<file path="config.mk">
export PLATFORM = sky130hd
export DESIGN_NAME = pipe_add_sub
export DESIGN_NICKNAME = d
export VERILOG_FILES = /design/src/rtl/pipe_add_sub.sv
export SDC_FILE = /design/constraint.sdc
export NUM_CORES = 1
export LEC_CHECK = 0
export ABC_AREA = 0
export BUFFER_PORTS_ARGS = -buffer_cell sky130_fd_sc_hd__clkbuf_2
export CELL_PAD_IN_SITES_DETAIL_PLACEMENT = 0
export CELL_PAD_IN_SITES_GLOBAL_PLACEMENT = 1
export CORE_MARGIN = 3
export CORE_UTILIZATION = 40
export DETAILED_ROUTE_END_ITERATION = 10
export PLACE_DENSITY_LB_ADDON = 0.1
export SETUP_SLACK_MARGIN = 0.02
export SYNTH_ARGS = -nofsm -noshare
export SYNTH_HDL_FRONTEND = slang
export SYNTH_SLANG_ARGS = --single-unit
</file>
<file path="constraint.sdc">
create_clock -name clk -period 11.4 [get_ports clk]
set_input_delay 1.71 -clock clk [delete_from_list [all_inputs] [get_ports clk]]
set_output_delay 1.71 -clock clk [all_outputs]
set_load 0.05 [all_outputs]
</file>
<file path="src/rtl/pipe_add_sub.sv">
// Pipelined adder/subtractor: one CHUNK-bit carry slice per stage, skewed operands
// travel forward with the partial result; a single global stall freezes every stage.
module pipe_add_sub #(
  parameter int WIDTH = 32,
  parameter int CHUNK = 8
) (
  input  logic             clk,
  input  logic             rst,
  input  logic             in_valid,
  output logic             in_ready,
  input  logic [WIDTH-1:0] data_A,
  input  logic [WIDTH-1:0] data_B,
  input  logic [1:0]       op,
  input  logic             carry_in,
  output logic             out_valid,
  input  logic             out_ready,
  output logic [WIDTH-1:0] result,
  output logic             co,
  output logic             zero,
  output logic             result_sign,
  output logic             overflow
);
  localparam int STAGES = WIDTH / CHUNK;

  // Index 0 is the capture register; index k+1 holds the state after slice k.
  logic [WIDTH-1:0] r_a   [0:STAGES-1];
  logic [WIDTH-1:0] r_b   [0:STAGES-1];
  logic [WIDTH-1:0] r_res [0:STAGES];
  logic             r_c   [0:STAGES];
  logic             r_z   [0:STAGES];
  logic             r_v   [0:STAGES];
  logic             r_ovf;

  logic [CHUNK:0]   w_sum      [0:STAGES-1];
  logic [WIDTH-1:0] w_res_next [0:STAGES-1];
  logic [WIDTH-1:0] w_beff;
  logic             w_ci;
  logic             w_adv;
  logic             w_cmsb;

  assign w_adv  = !r_v[STAGES] || out_ready;
  assign w_beff = op[0] ? ~data_B : data_B;
  assign w_ci   = op[1] ? carry_in : op[0];

  genvar gi;
  generate
    for (gi = 0; gi < STAGES; gi++) begin : g_stage
      assign w_sum[gi] = {1'b0, r_a[gi][gi*CHUNK +: CHUNK]}
                       + {1'b0, r_b[gi][gi*CHUNK +: CHUNK]}
                       + {{CHUNK{1'b0}}, r_c[gi]};
      // Upper result slices are still zero here, so OR-ing the new slice in is enough.
      assign w_res_next[gi] = r_res[gi] | (WIDTH'(w_sum[gi][CHUNK-1:0]) << (gi*CHUNK));
    end
  endgenerate

  // Carry into the MSB recovered from the MSB's own sum bit.
  assign w_cmsb = r_a[STAGES-1][WIDTH-1] ^ r_b[STAGES-1][WIDTH-1] ^ w_sum[STAGES-1][CHUNK-1];

  always_ff @(posedge clk or posedge rst) begin
    if (rst) begin
      for (int k = 0; k < STAGES; k++) begin
        r_a[k] <= '0;
        r_b[k] <= '0;
      end
      for (int k = 0; k <= STAGES; k++) begin
        r_res[k] <= '0;
        r_c[k]   <= 1'b0;
        r_z[k]   <= 1'b0;
        r_v[k]   <= 1'b0;
      end
      r_ovf <= 1'b0;
    end else if (w_adv) begin
      r_v[0]   <= in_valid;
      r_a[0]   <= data_A;
      r_b[0]   <= w_beff;
      r_c[0]   <= w_ci;
      r_z[0]   <= 1'b1;
      r_res[0] <= '0;
      for (int k = 1; k <= STAGES; k++) begin
        r_v[k]   <= r_v[k-1];
        r_res[k] <= w_res_next[k-1];
        r_c[k]   <= w_sum[k-1][CHUNK];
        r_z[k]   <= r_z[k-1] & (w_sum[k-1][CHUNK-1:0] == '0);
      end
      for (int k = 1; k < STAGES; k++) begin
        r_a[k] <= r_a[k-1];
        r_b[k] <= r_b[k-1];
      end
      r_ovf <= w_cmsb ^ w_sum[STAGES-1][CHUNK];
    end
  end

  assign in_ready    = w_adv;
  assign out_valid   = r_v[STAGES];
  assign result      = r_res[STAGES];
  assign co          = r_c[STAGES];
  assign zero        = r_z[STAGES];
  assign result_sign = r_res[STAGES][WIDTH-1];
  assign overflow    = r_ovf;
endmodule

</file>
==> flow_metrics.tcl, run 1 <==
set metrics [dict create \
    dieArea_um2 30200 \
    cts_sinks 256 \
    grt.met3_usage_pct 2.47 \
    io_buffers 108 \
    ys_seq_elements 256 \
    fin_nets 1407 \
    seq_area_frac_synth_pct 57.0 \
    routedWlPerCell_um 13.3 \
    slew_viol_final 0 \
    chipHeight_um 174 \
    grt_remaining_overflow 0 \
    final_common_cell "nand2_1" \
    status "complete, no violations" \
    synth_edf_count 0 \
    fin_worst_skew_ps 11.8 \
    synth_nets 1352 \
    cp-end-kind "flop" \
    clk-insertion-delay-late_ps 530 \
    grt_max_degree 123 \
    synth_top_area_share_pct 57.0 \
    crit_path_top_delay_cell "buf_4" \
    finalHoldViolCount 0 \
    grt_usage_pct 15.2 \
    vias 7681 \
    crit_fanout 122 \
    synthArstFlopShare_pct 100 \
    gr-usage-met1_pct 23.7 \
    seqCellArea_um2 6410 \
    maxCapViolCount 0 \
    cp-start-kind "input port" \
    start_util_pct 41.3 \
    worstPathRequired_ps 11820 \
    maxSlewHeadroom_pct 18.9 \
    root_buffer "clkbuf_16" \
    crit_top_cell "buf_4" \
    viasPerCell 4.54 \
    p_leak_nw 6.58 \
    fin_util_pct 46.9 \
    htreeDepth 1 \
    ys_types 44 \
    worst_slew_pin_slew_ps 1220 \
    grt_busiest_layer "met1" \
    n_fill_cell 2755 \
    drive_gt1_share_pct 12.3 \
    hpwl_um 14300 \
    cts.path.max_buffers 3 \
    use_met2_pct 22.1 \
    num_io_pins 109 \
    grt_pass1_vias 7804 \
    core-area_um2 27300 \
    min_path_cells 2 \
    synthesis.area_um2 11200 \
    synth.largest_area_cell "dfrtp_1" \
    gp_congestion 0.744 \
    fp-row-count 60 \
    area_delta_synth_final_pct 13.6 \
    cts_setup_buffers 0 \
    hold_buffers 0 \
    worstSetupPathType "in2reg" \
    synth.area.top_cells "dfrtp_1 57%, nand2_1 21%, xnor2_1 3.9%" \
    setup_tns_ps 0 \
    drtIter0Drc 385 \
    drc 0 \
    cts_buffers 29 \
    min_period_ps 4780 \
    wl_um 22500 \
    fin_crit_sh_pct 42.0 \
    ant_nets 0 \
    setup-violations-final 0 \
    rsz0062_at_grt "no" \
    path_cells "clkbuf_2 -> nor2b_4 -> buf_4 -> buf_4 -> buf_4 -> nor3_1 -> nand4_1 -> nor4_1 -> a22o_1" \
    synth_ff_type "dfrtp_1" \
    peakVddDrop_v 0.000131 \
    multi_input_area_um2 4330 \
    final_cell_mix "636 x nand2_1, 256 x dfrtp_1, 108 x clkbuf_2" \
    first_pass_iters 4 \
    cts_tree "done" \
    worst_ep_arrival_time_ps 5200 \
    n_antenna_cell 0 \
    avgSynthCellArea_um2 9.03 \
    r2r.worst_path.cells 8 \
    max_freq_mhz 209 \
    yosysWarnings 0 \
    max_stage_delay_ps 940 \
    cts.clk_slew.worst_paths_ps 60 \
    postCtsResizedCells 0 \
    worstHoldPathType "reg2reg" \
    antenna_found_initial 0 \
    power.density_nw_per_um2 313 \
    die_width_um 174 \
    grt_pass1_wl_um 38900 \
    synthCells 1245 \
]
## power by group
group	switching [mW]	internal, mW	total, mW
sequential	0.221	1.31	1.53
combinational	1.02	0.544	1.57
clock	0.351	0.560	0.911
## stage by stage
step | hold slack [ps] | instance area (µm²) | power [mW] | setup WS, ps | instances
floorplan | 425 | 11200 | 2.80 | 2650 | 1245
global route | 484 | 12800 | 4.35 | 6220 | 1692
CTS | 468 | 12800 | 4.06 | 6520 | 1692
finish | 461 | 12800 | 4.00 | 6620 | 1692
global placement | 446 | 11800 | 3.10 | 5970 | 1641
detailed placement | 453 | 11800 | 3.13 | 5960 | 1641
## layout make-up
type                            count  area share (%)
Inverter                            9           0.362
Timing Repair Buffer              116            4.70
Tap cell                          372            3.64
Clock buffer                       44            6.43
Clock inverter                      7           0.862
Sequential cell                   256            50.1
Multi-Input combinational cell    888            33.9
## registers in the layout (all words and copies together), names as in the netlist, 4 cells and up
name,count
r_a,80
r_b,80
r_c,4
r_res,48
r_v,4
r_z,4
result,32
## cell families (layout without fill, tap and decap cells)
logic type               after synthesis  in the layout  share of synthesized area, %
AO/OA/AOI/OAI                        111            111                          5.95
XOR/XNOR                              55             55                          4.28
adder cells (fa/ha/maj)               36             36                          4.54
buffers and inverters                101            176                          4.61
flip-flops                           256            256                          57.0
multiplexers                           2              2                         0.189
AND/OR/NAND/NOR                      684            684                          23.4
## synthesized netlist by cell type (3+ instances only)
cell / count
xor2_1: 5
buf_2: 15
o21ai_0: 57
a22o_1: 3
nor3_1: 3
buf_1: 7
o21bai_1: 6
nand2b_1: 7
fa_1: 8
nand2_1: 636
nor2_1: 22
xnor2_1: 50
ha_1: 28
buf_4: 32
a211oi_1: 4
o21a_1: 5
clkbuf_1: 38
a21o_1: 4
dfrtp_1: 256
inv_1: 8
a21oi_1: 19
## worst paths after layout
check                                       from  slack (ps)                     to
max in group asynchronous                    rst        8590    r_a[29]$_DFFE_PP0P_
min reg2reg                result[8]$_DFFE_PP0P_         460  result[8]$_DFFE_PP0P_
min                        result[8]$_DFFE_PP0P_         460  result[8]$_DFFE_PP0P_
min in group asynchronous                    rst        1330  result[1]$_DFFE_PP0P_
max reg2reg                out_valid$_DFFE_PP0P_        7510     r_z[1]$_DFFE_PP0P_
max                                    out_ready        6620     r_z[1]$_DFFE_PP0P_
## metal layers
metal,vias to the layer above,share of wire (%)
li1,4000,-
met1,3544,55
met2,109,40
met3,28,3.8
met4,0,1.6
met5,-,0
## critical path: cells and delay by family
| kind | cells | cell delay [ps] |
|---|---|---|
| simple gates | 4 | 710 |
| buf+inv | 4 | 2470 |
| compound gates | 1 | 200 |
(Power assumes the default switching activity.)
==> inputs of run 2 (changes only) <==
==> constraint.sdc (replaced) <==
create_clock -name clk -period 4 [get_ports clk]
set_input_delay 0.6 -clock clk [delete_from_list [all_inputs] [get_ports clk]]
set_output_delay 0.6 -clock clk [all_outputs]
set_load 0.05 [all_outputs]
==> flow_metrics.tcl, run 2 (synthesis gave the netlist of run 1 again) <==
set metrics [dict create \
    core-area_um2 27300 \
    fin_worst_skew_ps 6.45 \
    ant_nets 0 \
    cts.clk_slew.worst_paths_ps 60 \
    postCtsResizedCells 0 \
    setup_ws_ps 1300 \
    fin_cells 1694 \
    grt_pass1_vias 7623 \
    num_io_pins 109 \
    io_buffers 108 \
    cp-start-kind "flop" \
    fp-row-count 60 \
    status "complete, no violations" \
    grt_max_degree 176 \
    dieArea_um2 30200 \
    power_mw 11.4 \
    pwr-share-comb_pct 38.9 \
    seqPwrFrac_pct 38.4 \
    cts_sinks 256 \
    worstPathRequired_ps 4380 \
    worst_ep_arrival_time_ps 3080 \
    place_area_um2 11900 \
    htreeDepth 1 \
    maxCapViolCount 0 \
    drive_gt1_share_pct 12.6 \
    n_antenna_cell 0 \
    cts_setup_buffers 0 \
    worst_slew_pin_slew_ps 1080 \
    hpwl_um 14100 \
    grt_pass1_wl_um 37900 \
    min_period_ps 2700 \
    maxSlewHeadroom_pct 27.9 \
    area_delta_synth_final_pct 14.3 \
    finalHoldViolCount 0 \
    pre_cts_ws_ps 1280 \
    final_common_cell "nand2_1" \
    power.density_nw_per_um2 884 \
    setup_tns_ps 0 \
    first_pass_iters 4 \
    fin_crit_sh_pct 67.5 \
    slew_viol_final 0 \
    reg_top3 "r_a: 80 flops, r_b: 80 flops, r_res: 48 flops" \
    worstHoldPathType "in2async" \
    cts_buffers 29 \
    gp_congestion 0.735 \
    cp-end-kind "flop" \
    viasPerCell 4.53 \
    swShare_pct 39.5 \
    rsz0062_at_grt "no" \
    hold_buffers 0 \
    grt_usage_pct 14.6 \
    vias 7678 \
    max_freq_mhz 370 \
    routedWlPerCell_um 12.9 \
    grt_remaining_overflow 0 \
    peakVddDrop_v 0.000589 \
    worstSetupPathType "reg2reg" \
    p_int_mw 6.88 \
    chipHeight_um 174 \
    final_cell_mix "636 x nand2_1, 256 x dfrtp_1, 108 x clkbuf_2" \
    clk-insertion-delay-late_ps 520 \
    cts_tree "done" \
    start_util_pct 41.3 \
    clkPwrFrac_pct 22.7 \
    fin_nets 1408 \
    cts.path.max_buffers 3 \
    dp_cells 1642 \
    drtIter0Drc 502 \
    drc 0 \
    setup-violations-final 0 \
    root_buffer "clkbuf_16" \
    crit_fanout 2 \
    p_sw_mw 4.48 \
    die_width_um 174 \
    p_leak_nw 6.61 \
    wl_um 21800 \
    final_cell_area_um2 12900 \
    antenna_found_initial 0 \
]
-- run 2: cell count changes in the layout (fill, tap and decap cells not counted), sizes merged --
cell      delta
clkbuf       +4
buf          +1
inv          -1
clkinv       -1
clkinvlp     +1
bufinv       -2
-- run 2: worst paths after layout --
check	startpoint	end	slack, ps	cells after the start
setup / recovery	r_a[24]$_DFFE_PP0P_	overflow$_DFFE_PP0P_	1300	8
hold / removal	rst	result[3]$_DFFE_PP0P_	50	2
setup reg to reg	r_a[24]$_DFFE_PP0P_	overflow$_DFFE_PP0P_	1300	8
hold reg to reg	result[14]$_DFFE_PP0P_	result[14]$_DFFE_PP0P_	460	2
max in group asynchronous	rst	r_a[28]$_DFFE_PP0P_	3110	3
min in group clk	in_valid	r_v[4]$_DFFE_PP0P_	270	3
-- run 2: cell type report --
cell class	instances	area, µm²
clock inverters	4	45.0
multi-input cells	888	4330
clock buffers	48	907
repair buffers	117	658
fillers	2757	14400
flip-flops and latches	256	6410
well taps	372	465
inverters	9	42.5
-- run 2: worst max-delay path, stage by stage (launching register included) --
cell	delay (ps)
dfrtp_1	400
fa_1	460
fa_1	420
a211oi_1	320
o21bai_1	140
a2111oi_0	410
or3_1	200
xnor2_1	130
o21ai_1	70
-- run 2: layer usage --
layer	part of all wire [%]	wire length [µm]	vias up	GRT usage, %
met3	3.6	789	25	2.26
met2	40	8780	106	20.9
met1	55	12000	3536	23.4
li1	-	-	4011	-
met5	0	0	-	0
met4	1.1	242	0	2.95
-- run 2: metrics by stage --
step / util [%] / hold slack (ps)
final: 47.2 / 48.5
after floorplan: - / 425
after CTS: 47.2 / 26.6
after global placement: 43.7 / 449
after detailed placement: 43.7 / 455
after global routing: 47.2 / 56.9
-- run 2: power groups by stage --
stage,Clock (mW),Combinational [mW],Sequential (mW)
after floorplan,0,3.71,4.28
after global placement,0,4.41,4.40
after detailed placement,0,4.47,4.42
after CTS,2.67,4.49,4.38
after global routing,2.78,5.07,4.52
final,2.58,4.42,4.37
